File: config.mk
export PLATFORM = sky130hd
export DESIGN_NAME = hazard_control_unit_flat
export DESIGN_NICKNAME = d
export VERILOG_FILES = /design/src/rtl/hazard_control_unit_if.sv /design/src/rtl/hazard_control_unit.sv /design/src/flat_wrapper.sv
export SDC_FILE = /design/constraint.sdc
export NUM_CORES = 1
export LEC_CHECK = 0
export CAP_MARGIN = 0
export CORE_UTILIZATION = 44
export DETAILED_ROUTE_END_ITERATION = 10
export GPL_TIMING_DRIVEN = 0
export HOLD_SLACK_MARGIN = 0.1
export PLACE_DENSITY = 0.76
export SYNTH_ARGS = -nofsm -noshare
export SYNTH_HDL_FRONTEND = slang
export SYNTH_SLANG_ARGS = --single-unit
File: constraint.sdc
create_clock -name clk -period 2.5 [get_ports clk]
set_input_delay 0.5 -clock clk [delete_from_list [all_inputs] [get_ports clk]]
set_output_delay 0.5 -clock clk [all_outputs]
set_load 0.005 [all_outputs]
File: src/rtl/hazard_control_unit_if.sv
// Bundle between the pipeline datapath and the hazard control unit.
//   Pipeline -> HCU : ID/EX operand and destination info, branch resolution, MDU done
//   HCU -> pipeline : stall / flush / bubble controls, MDU start, watchdog flag,
//                     performance counters
// Modports:
//   slave  - the hazard control unit (consumes pipeline info, drives controls)
//   master - the pipeline / environment side
interface hazard_control_unit_if #(
  parameter int CNT_W = 32
);
  logic [4:0]       if_id_rs1;
  logic [4:0]       if_id_rs2;
  logic             if_id_uses_rs1;
  logic             if_id_uses_rs2;
  logic [4:0]       id_ex_rd;
  logic             id_ex_mem_read;
  logic             id_ex_is_mdu;
  logic             id_ex_valid;
  logic             branch_taken;
  logic             mdu_done;

  logic             pc_stall;
  logic             if_id_stall;
  logic             id_ex_stall;
  logic             if_id_flush;
  logic             id_ex_flush;
  logic             ex_mem_bubble;
  logic             mdu_start;
  logic             mdu_timeout;
  logic [CNT_W-1:0] stall_cycles;
  logic [CNT_W-1:0] flush_events;

  modport slave (
    input  if_id_rs1, if_id_rs2, if_id_uses_rs1, if_id_uses_rs2,
           id_ex_rd, id_ex_mem_read, id_ex_is_mdu, id_ex_valid,
           branch_taken, mdu_done,
    output pc_stall, if_id_stall, id_ex_stall, if_id_flush, id_ex_flush,
           ex_mem_bubble, mdu_start, mdu_timeout, stall_cycles, flush_events
  );

  modport master (
    output if_id_rs1, if_id_rs2, if_id_uses_rs1, if_id_uses_rs2,
           id_ex_rd, id_ex_mem_read, id_ex_is_mdu, id_ex_valid,
           branch_taken, mdu_done,
    input  pc_stall, if_id_stall, id_ex_stall, if_id_flush, id_ex_flush,
           ex_mem_bubble, mdu_start, mdu_timeout, stall_cycles, flush_events
  );
endinterface

File: src/rtl/hazard_control_unit.sv
// Pipeline sequencer for the 5-stage RISC-V core.
//   - Load-use hazard: one-cycle bubble (hold PC and IF/ID, flush ID/EX).
//   - Taken branch/jump in EX: flush IF/ID and ID/EX, no stall.
//   - MUL/DIV: start/done handshake, front of pipe held until done, with a
//     watchdog that raises a sticky mdu_timeout flag.
//   - Saturating counters of stalled cycles and flush cycles.
// Ports:
//   clk  - core clock
//   rst  - synchronous active-high reset
//   hcu  - hazard_control_unit_if.slave bundle (see interface file)
// All control outputs are combinational from state and inputs, and are forced
// low while rst is asserted.
module hazard_control_unit #(
  parameter int CNT_W   = 32,
  parameter int MDU_TMO = 64
) (
  input  logic                 clk,
  input  logic                 rst,
  hazard_control_unit_if.slave hcu
);

  localparam int WD_W = $clog2(MDU_TMO + 1);

  typedef enum logic {
    IDLE,
    MDU_RUN
  } state_t;

  state_t           state;
  state_t           state_next;
  logic [WD_W-1:0]  wdog;
  logic             timeout_q;
  logic [CNT_W-1:0] stall_cnt;
  logic [CNT_W-1:0] flush_cnt;

  logic luse;
  logic mdu_go;
  logic wd_expire;

  logic pc_stall_c;
  logic if_id_stall_c;
  logic id_ex_stall_c;
  logic if_id_flush_c;
  logic id_ex_flush_c;
  logic ex_mem_bubble_c;
  logic mdu_start_c;

  // A load whose destination is read by the instruction in ID; x0 never hazards.
  assign luse = hcu.id_ex_valid && hcu.id_ex_mem_read && (hcu.id_ex_rd != 5'd0) &&
                ((hcu.if_id_uses_rs1 && (hcu.if_id_rs1 == hcu.id_ex_rd)) ||
                 (hcu.if_id_uses_rs2 && (hcu.if_id_rs2 == hcu.id_ex_rd)));

  // A branch in EX means the EX instruction is the branch, not an MDU op.
  assign mdu_go = hcu.id_ex_valid && hcu.id_ex_is_mdu && !hcu.branch_taken;

  // Watchdog counts MDU_RUN cycles from 0; the MDU_TMO-th cycle without done expires.
  assign wd_expire = (state == MDU_RUN) && !hcu.mdu_done &&
                     (wdog == WD_W'(MDU_TMO - 1));

  // State register
  // NOTE: sequential state uses non-blocking assignments so every flop samples
  // pre-edge values regardless of process ordering.
  always_ff @(posedge clk) begin
    if (rst) state <= IDLE;
    else     state <= state_next;
  end

  // Next-state logic
  // NOTE: every combinational output gets a default first, so no path leaves
  // a variable unassigned and no latch is inferred.
  always_comb begin
    state_next = state;
    case (state)
      IDLE:    if (mdu_go) state_next = MDU_RUN;
      MDU_RUN: if (hcu.mdu_done || wd_expire) state_next = IDLE;
      default: state_next = IDLE;
    endcase
  end

  // Output logic
  always_comb begin
    pc_stall_c      = 1'b0;
    if_id_stall_c   = 1'b0;
    id_ex_stall_c   = 1'b0;
    if_id_flush_c   = 1'b0;
    id_ex_flush_c   = 1'b0;
    ex_mem_bubble_c = 1'b0;
    mdu_start_c     = 1'b0;
    if (!rst) begin
      case (state)
        IDLE: begin
          if (hcu.branch_taken) begin
            // Redirect wins over load-use and MDU entry.
            if_id_flush_c = 1'b1;
            id_ex_flush_c = 1'b1;
          end else if (mdu_go) begin
            pc_stall_c      = 1'b1;
            if_id_stall_c   = 1'b1;
            id_ex_stall_c   = 1'b1;
            ex_mem_bubble_c = 1'b1;
            mdu_start_c     = 1'b1;
          end else if (luse) begin
            pc_stall_c    = 1'b1;
            if_id_stall_c = 1'b1;
            id_ex_flush_c = 1'b1;
          end
        end
        MDU_RUN: begin
          // On the done cycle the hold drops so the result advances to EX/MEM.
          // branch_taken here is a protocol violation and is ignored.
          if (!hcu.mdu_done) begin
            pc_stall_c      = 1'b1;
            if_id_stall_c   = 1'b1;
            id_ex_stall_c   = 1'b1;
            ex_mem_bubble_c = 1'b1;
          end
        end
        default: ;
      endcase
    end
  end

  // Watchdog, sticky timeout flag and performance counters
  always_ff @(posedge clk) begin
    if (rst) begin
      wdog      <= '0;
      timeout_q <= 1'b0;
      stall_cnt <= '0;
      flush_cnt <= '0;
    end else begin
      if (state == MDU_RUN) wdog <= wdog + WD_W'(1);
      else                  wdog <= '0;

      if (wd_expire) timeout_q <= 1'b1;

      if (pc_stall_c && (stall_cnt != '1))    stall_cnt <= stall_cnt + CNT_W'(1);
      if (if_id_flush_c && (flush_cnt != '1)) flush_cnt <= flush_cnt + CNT_W'(1);
    end
  end

  assign hcu.pc_stall      = pc_stall_c;
  assign hcu.if_id_stall   = if_id_stall_c;
  assign hcu.id_ex_stall   = id_ex_stall_c;
  assign hcu.if_id_flush   = if_id_flush_c;
  assign hcu.id_ex_flush   = id_ex_flush_c;
  assign hcu.ex_mem_bubble = ex_mem_bubble_c;
  assign hcu.mdu_start     = mdu_start_c;
  assign hcu.mdu_timeout   = timeout_q;
  assign hcu.stall_cycles  = stall_cnt;
  assign hcu.flush_events  = flush_cnt;

endmodule

File: src/flat_wrapper.sv
// flat-port wrapper written by rule: the top's interface ports become plain ports
module hazard_control_unit_flat 
#(
  parameter int CNT_W   = 32,
  parameter int MDU_TMO = 64
)
  (clk, rst, hcu_if_id_rs1, hcu_if_id_rs2, hcu_if_id_uses_rs1, hcu_if_id_uses_rs2, hcu_id_ex_rd, hcu_id_ex_mem_read, hcu_id_ex_is_mdu, hcu_id_ex_valid, hcu_branch_taken, hcu_mdu_done, hcu_pc_stall, hcu_if_id_stall, hcu_id_ex_stall, hcu_if_id_flush, hcu_id_ex_flush, hcu_ex_mem_bubble, hcu_mdu_start, hcu_mdu_timeout, hcu_stall_cycles, hcu_flush_events);
  hazard_control_unit_if #(.CNT_W(CNT_W)) hcu_i ();
  input  logic clk;
  input  logic rst;
  input wire logic [$bits(hcu_i.if_id_rs1)-1:0] hcu_if_id_rs1;
  input wire logic [$bits(hcu_i.if_id_rs2)-1:0] hcu_if_id_rs2;
  input wire logic [$bits(hcu_i.if_id_uses_rs1)-1:0] hcu_if_id_uses_rs1;
  input wire logic [$bits(hcu_i.if_id_uses_rs2)-1:0] hcu_if_id_uses_rs2;
  input wire logic [$bits(hcu_i.id_ex_rd)-1:0] hcu_id_ex_rd;
  input wire logic [$bits(hcu_i.id_ex_mem_read)-1:0] hcu_id_ex_mem_read;
  input wire logic [$bits(hcu_i.id_ex_is_mdu)-1:0] hcu_id_ex_is_mdu;
  input wire logic [$bits(hcu_i.id_ex_valid)-1:0] hcu_id_ex_valid;
  input wire logic [$bits(hcu_i.branch_taken)-1:0] hcu_branch_taken;
  input wire logic [$bits(hcu_i.mdu_done)-1:0] hcu_mdu_done;
  output wire logic [$bits(hcu_i.pc_stall)-1:0] hcu_pc_stall;
  output wire logic [$bits(hcu_i.if_id_stall)-1:0] hcu_if_id_stall;
  output wire logic [$bits(hcu_i.id_ex_stall)-1:0] hcu_id_ex_stall;
  output wire logic [$bits(hcu_i.if_id_flush)-1:0] hcu_if_id_flush;
  output wire logic [$bits(hcu_i.id_ex_flush)-1:0] hcu_id_ex_flush;
  output wire logic [$bits(hcu_i.ex_mem_bubble)-1:0] hcu_ex_mem_bubble;
  output wire logic [$bits(hcu_i.mdu_start)-1:0] hcu_mdu_start;
  output wire logic [$bits(hcu_i.mdu_timeout)-1:0] hcu_mdu_timeout;
  output wire logic [$bits(hcu_i.stall_cycles)-1:0] hcu_stall_cycles;
  output wire logic [$bits(hcu_i.flush_events)-1:0] hcu_flush_events;
  assign hcu_i.if_id_rs1 = hcu_if_id_rs1;
  assign hcu_i.if_id_rs2 = hcu_if_id_rs2;
  assign hcu_i.if_id_uses_rs1 = hcu_if_id_uses_rs1;
  assign hcu_i.if_id_uses_rs2 = hcu_if_id_uses_rs2;
  assign hcu_i.id_ex_rd = hcu_id_ex_rd;
  assign hcu_i.id_ex_mem_read = hcu_id_ex_mem_read;
  assign hcu_i.id_ex_is_mdu = hcu_id_ex_is_mdu;
  assign hcu_i.id_ex_valid = hcu_id_ex_valid;
  assign hcu_i.branch_taken = hcu_branch_taken;
  assign hcu_i.mdu_done = hcu_mdu_done;
  assign hcu_pc_stall = hcu_i.pc_stall;
  assign hcu_if_id_stall = hcu_i.if_id_stall;
  assign hcu_id_ex_stall = hcu_i.id_ex_stall;
  assign hcu_if_id_flush = hcu_i.if_id_flush;
  assign hcu_id_ex_flush = hcu_i.id_ex_flush;
  assign hcu_ex_mem_bubble = hcu_i.ex_mem_bubble;
  assign hcu_mdu_start = hcu_i.mdu_start;
  assign hcu_mdu_timeout = hcu_i.mdu_timeout;
  assign hcu_stall_cycles = hcu_i.stall_cycles;
  assign hcu_flush_events = hcu_i.flush_events;
  hazard_control_unit #(.CNT_W(CNT_W), .MDU_TMO(MDU_TMO)) u_core (.clk(clk), .rst(rst), .hcu(hcu_i));
endmodule
# --- Word level (Yosys, flattened, before mapping) ---
# Index checks and enable logic that the tools add are counted.
classes:
  n_eq_ne: 5
  n_bitwise: 1
  add_sub_neg: 3
  n_reduce_logical: 17
  mux: 21
op_table:
  columns: ["op", "n"]
  rows:
  - ["adder 32 x 1 -> 32 bit, second input constant", 2]
  - ["!= test 32 bit, second input constant", 2]
  - ["2-to-1 mux 1 bit", 18]
  - ["logical AND 1 bit", 11]
  - ["equality test 5 bit", 2]
  - ["adder 7 x 1 -> 7 bit, second input constant", 1]
  - ["equality test 7 x 6 -> 1 bit, second input constant", 1]
  - ["case mux 1 bit (2 select lines)", 3]
  - ["nonzero test 5 bit", 1]
  - ["zero test 1 bit", 2]
  - ["logical OR 1 bit", 2]
  - ["OR reduction 2 bit", 1]
  - ["NOT 1 bit", 1]
word_totals:
  input_bits: 24
  regBits: 73
  wordCells: 52
  output_inout_bits: 72

# --- Longest topological paths before layout ---
depth:
  ltp_word: 10
  depth_mapped: 10
  mapped_depth_nobuf: 8

# --- Least setup slack after synthesis ---
# Ideal clock, no wire load.
synth_path:
  kind: "input -> output"
  startpoint: "input port hcu_id_ex_rd[1]"
  endpoint: "output port hcu_pc_stall"
  slack_ns: 0.072
  stages: 8
  arrival_ns: 1.928
  path_buffers: 3
  required_ns: 2.000
  path_cell_list: "or3_1 o311a_1 o221a_4 o21ai_4 buf_6 buf_6 inv_1 buf_4"
synth_between:
  elab_chain_len: 9
  elab_cells_between_ends: 13
  cone_classes: "eq/ne: 2; mux: 5; reduce/logical: 6"
synth_lines:
  columns: ["element", "line", "rtl"]
  rows:
  - ["start: declaration", "flat_wrapper.sv:15", "input wire logic [$bits(hcu_i.id_ex_rd)-1:0] hcu_id_ex_rd;"]
  - ["equality test 5 bit (on tied branches)", "hazard_control_unit.sv:50, hazard_control_unit.sv:51", null]
  - ["logical AND 1 bit (on tied branches)", "hazard_control_unit.sv:50, hazard_control_unit.sv:51", null]
  - ["logical OR 1 bit", "hazard_control_unit.sv:50", "((hcu.if_id_uses_rs1 && (hcu.if_id_rs1 == hcu.id_ex_rd)) ||"]
  - ["logical AND 1 bit *", "hazard_control_unit.sv:49", "assign luse = hcu.id_ex_valid && hcu.id_ex_mem_read && (hcu.id_ex_rd != 5'd0) &&"]
  - ["2-to-1 mux 1 bit * (3 in series)", null, null]
  - ["case mux 1 bit (2 select lines) *", null, null]
  - ["2-to-1 mux 1 bit *", null, null]
  - ["end: declaration", "flat_wrapper.sv:21", "output wire logic [$bits(hcu_i.pc_stall)-1:0] hcu_pc_stall;"]
# Every way passes the cells marked *; elsewhere a longest branch is shown, timed or not.

# --- Worst setup path after layout ---
layout_path:
  startpoint: "input port hcu_id_ex_rd[3]"
  endpoint: "output port hcu_pc_stall"
layout_between:
  elab_chain_len: 9
  elab_cells_between_ends: 13
  cone_classes: "eq/ne: 2; mux: 5; reduce/logical: 6"
layout_lines:
  columns: ["element", "line", "rtl"]
  rows:
  - ["equality test 5 bit (on tied branches)", "hazard_control_unit.sv:50, hazard_control_unit.sv:51", null]
  - ["logical AND 1 bit (on tied branches)", "hazard_control_unit.sv:50, hazard_control_unit.sv:51", null]
  - ["logical OR 1 bit", "hazard_control_unit.sv:50", null]
  - ["logical AND 1 bit *", "hazard_control_unit.sv:49", null]
  - ["2-to-1 mux 1 bit *", "hazard_control_unit.sv:102", "end else if (luse) begin"]
  - ["2-to-1 mux 1 bit *", "hazard_control_unit.sv:96", "end else if (mdu_go) begin"]
  - ["2-to-1 mux 1 bit *", "hazard_control_unit.sv:92", "if (hcu.branch_taken) begin"]
  - ["case mux 1 bit (2 select lines) *", "hazard_control_unit.sv:90", "case (state)"]
  - ["2-to-1 mux 1 bit *", "hazard_control_unit.sv:89", "if (!rst) begin"]
# Marked as above.

==> summary.txt <==
Logic synthesis
  • Yosys top cell by area: dfxtp_1
  • Yosys top cell area share: 0.400
  • Synth top area cells: dfxtp_1, xnor2_1, nor2_1
  • Mux cell area share after synthesis: 0.0110
  • Synth Instances: 422
  • Register bit total from synthesis: between 70 and 80
  • XOR/XNOR Fraction of Synth Area: 0.173
  • Post-synthesis average cell area: 8.66 sq um
  • Synthesized Nets: 449
  • Synth top cells by count: nor2_1, dfxtp_1, xnor2_1
  • Post-Synth Adder-Cell Area: 0.0103
  • Post-synth top flop: dfxtp_1
  • Largest family of logic cells by synthesized area: simple AND/OR/NAND/NOR gates
  • Post-Synth Simple-Gate Area: 0.342
  • Ys async rst share: 0
  • Synth Area in Compound Gates: 0.0291
  • Most frequent cell after synthesis: nor2_1
  • Syn Std Cell Area: 0.00365 sq mm
  • Count of cell types in the netlist: 45
  • Post-synthesis sequential area ratio: 0.400
  • Post-synth EDFFs: 0
  • YS warnings: 0

Die
  • Die footprint: 0.00868 sq mm
  • Die Y: 93.1 microns
  • I/O pin count: 96
  • Core region area: 0.00789 sq mm
  • Initial Util: 0.463
  • Die width: 93.1 microns
  • Rows: 32

Placed design
  • Port Buf Inserts: 94
  • GPL Wtd Cong: 0.868
  • Dpl ws: -0.952 ns
  • Post-DP HPWL: 6380 microns

Clock tree
  • Clock buffer count from CTS: 9
  • Clk Latency, worst-skew pair: 0.35 ns
  • CTS clk-pin slew, worst paths: 0.08 ns
  • CTS H-tree depth: 3
  • Clock Tree Root: clkbuf_8
  • Clk buf depth: 2
  • Cts hold-fix bufs: 0
  • Clock sinks: 73
  • CTS tree: done

Timing
  • Worst clock skew: 0.00900 ns
  • Peak Freq: 409 MHz
  • Slew at the pin closest to its max-slew limit: 0.553 ns
  • Post-route worst setup slack: about 0.057 ns
  • Hold WS: 0.447 ns
  • Final Slew Violations: 0
  • Fin crit share: 0.977
  • Crit path time final: 2.44 ns
  • Setup TNS: 0 ns
  • Hold Violations, Final: 0
  • Final count of negative-setup-slack endpoints: 0
  • RSZ-0062 raised after global routing: yes
  • Worst slew margin: 0.631

Critical path
  • Crit path launch type: input pin
  • Crit path max fanout: 3
  • Critical Path Slowest Stage Cell: or3_1
  • Max stage delay on crit path: approximately 0.35 ns
  • Reg-to-reg slack, setup: 0.10 ns
  • Req. time, crit path: about 2.0 ns
  • Worst Setup Path Type: in2out
  • Worst path most repeated cell: buf_6
  • CP arrival: 1.94 ns
  • CP Capture Type: primary output
  • Crit path cell chain: buf_6 -> or3_1 -> o311a_1 -> o221a_4 -> o21ai_4 -> buf_6 -> inv_2 -> buf_6 -> buf_6

Detailed routing
  • DR WL/cell: 14.0 microns
  • Via count: between 3000 and 4000
  • Vias per inst: 5.28
  • DRC viols: 0
  • Initial DRC count: ~110
  • Post-route ant nets: 0
  • Drt total wl: around 9000 microns
  • Detailed Routing Iterations Pass 1: 4

Layout
  • Multi-input gate area: 0.00217 sq mm
  • Share of layout cells above drive strength 1: 0.130
  • Diode count: 0
  • Final #Nets: 560
  • Area grow syn2layout: 40.5%
  • Reg area: between 0.001 and 0.0015 sq mm
  • Fillers: 624

Pwr
  • PwrDens: 471 mW/mm^2
  • VDD IR max: about 340 uV
  • Leak: 0.00182 uW

Flow run
  • Max Cap Violations: 0

Status
  • Status: finished, final reports clean

GRT
  • Grt total ovfl: 0
  • Pin count of the biggest net entering global routing: 14
  • Initial antenna violation count: 0
  • Vias in the first global route: 3191
  • First-pass GRT wire length: 14700 microns
  • All-Layer GR Usage: 0.212

Hold path
  • Hold WC Path Type: reg2reg
power breakdown:
group | switching, uW | internal, uW | leakage [uW]
logic | 63.8 | 68.7 | 0.00111
registers | 3.83 | 1170 | 0.000589
clock network | 450 | 668 | 0.000121
cell families (layout without fill, tap and decap cells):
logic type | after synthesis | count (layout)
xor gates and xnor gates | 72 | 72
buffers and inverters | 22 | 138
adders and majority gates | 3 | 3
muxes | 3 | 3
AOI/OAI and AO/OA | 14 | 14
and+or+nand+nor | 235 | 235
DFF | 73 | 73
per-layer routing:
layer  GRT usage  routed length (microns)  vias up
li1            -                        -     1675
met1       0.253                     3890     1593
met2       0.367                     4500       99
met3      0.0626                      465       12
met4      0.0628                      110        0
met5           0                        0        -
final cells by class:
type                            count  share of cell area
Timing Repair Buffer              101               0.196
Tap cell                          102              0.0249
Sequential cell                    73               0.285
Clock buffer                       10              0.0249
Clock inverter                      6              0.0227
Multi-Input combinational cell    327               0.422
Inverter                            5             0.00366
Buffer                             16              0.0210
sequential cells by signal, indices dropped and copies added (netlist names):
name and cells:
u_core.hcu.flush_events 32, u_core.hcu.mdu_timeout 1, u_core.hcu.stall_cycles 32, u_core.state 1, u_core.wdog 7
worst max-delay path, delay by kind of cell:
family / cells / cell delay, ns
AO/OA/AOI/OAI: 3 / 0.64
buffers and inverters: 5 / 0.45
AND/OR/NAND/NOR: 1 / 0.35
stage by stage:
stage / util / cell area [sq um] / std cells / total power, uW
floorplan: - / 3650 / 422 / 1260
global placement: 0.599 / 4720 / 618 / 1320
detailed placement: 0.599 / 4720 / 618 / 1330
CTS: 0.634 / 5000 / 638 / 2440
global route: 0.651 / 5130 / 640 / 2510
finish: 0.651 / 5130 / 640 / 2420
path summary, 6_finish.rpt:
path,start,endpoint,cells past startpoint
setup / recovery,hcu_id_ex_rd[3],hcu_pc_stall,9
hold / removal,u_core.wdog[0],u_core.wdog[0],1
setup reg to reg,u_core.hcu.stall_cycles[3],u_core.hcu.stall_cycles[31],6
hold reg to reg,u_core.wdog[0],u_core.wdog[0],1
cells in the final DEF (no fill, tap or decap), drive strengths merged:
cell / Yosys / layout
nor2: 83 / 83
clkdlybuf4s50: 0 / 77
dfxtp: 73 / 73
xnor2: 48 / 48
nand2: 27 / 27
nand3: 26 / 26
xor2: 24 / 24
nor3: 22 / 22
buf: 10 / 21
clkbuf: 7 / 17
nand4: 16 / 16
nor4: 14 / 14
and3: 13 / 13
dlymetal6s2s: 0 / 7
and4: 6 / 6
or3: 6 / 6
dlygate4sd2: 0 / 5
inv: 5 / 5
nor4b: 5 / 5
o21ai: 5 / 5
nand2b: 4 / 4
a21oi: 4 / 4
nor3b: 4 / 4
ha: 3 / 3
bufinv: 0 / 3
clkinv: 0 / 3
and2: 3 / 3
nor2b: 3 / 3
mux2: 2 / 2
nand3b: 2 / 2
o22ai: 1 / 1
o311a: 1 / 1
o221a: 1 / 1
a31oi: 1 / 1
mux2i: 1 / 1
o21a: 1 / 1
or2: 1 / 1
timing repair:
action,4_1_cts,5_1_grt
endpoints found under the hold margin,0,0
endpoints found under the setup margin,5,31
pin swaps,7,14
setup buffers,5,2
gates resized for setup,36,24
(Power assumes the default switching activity.)
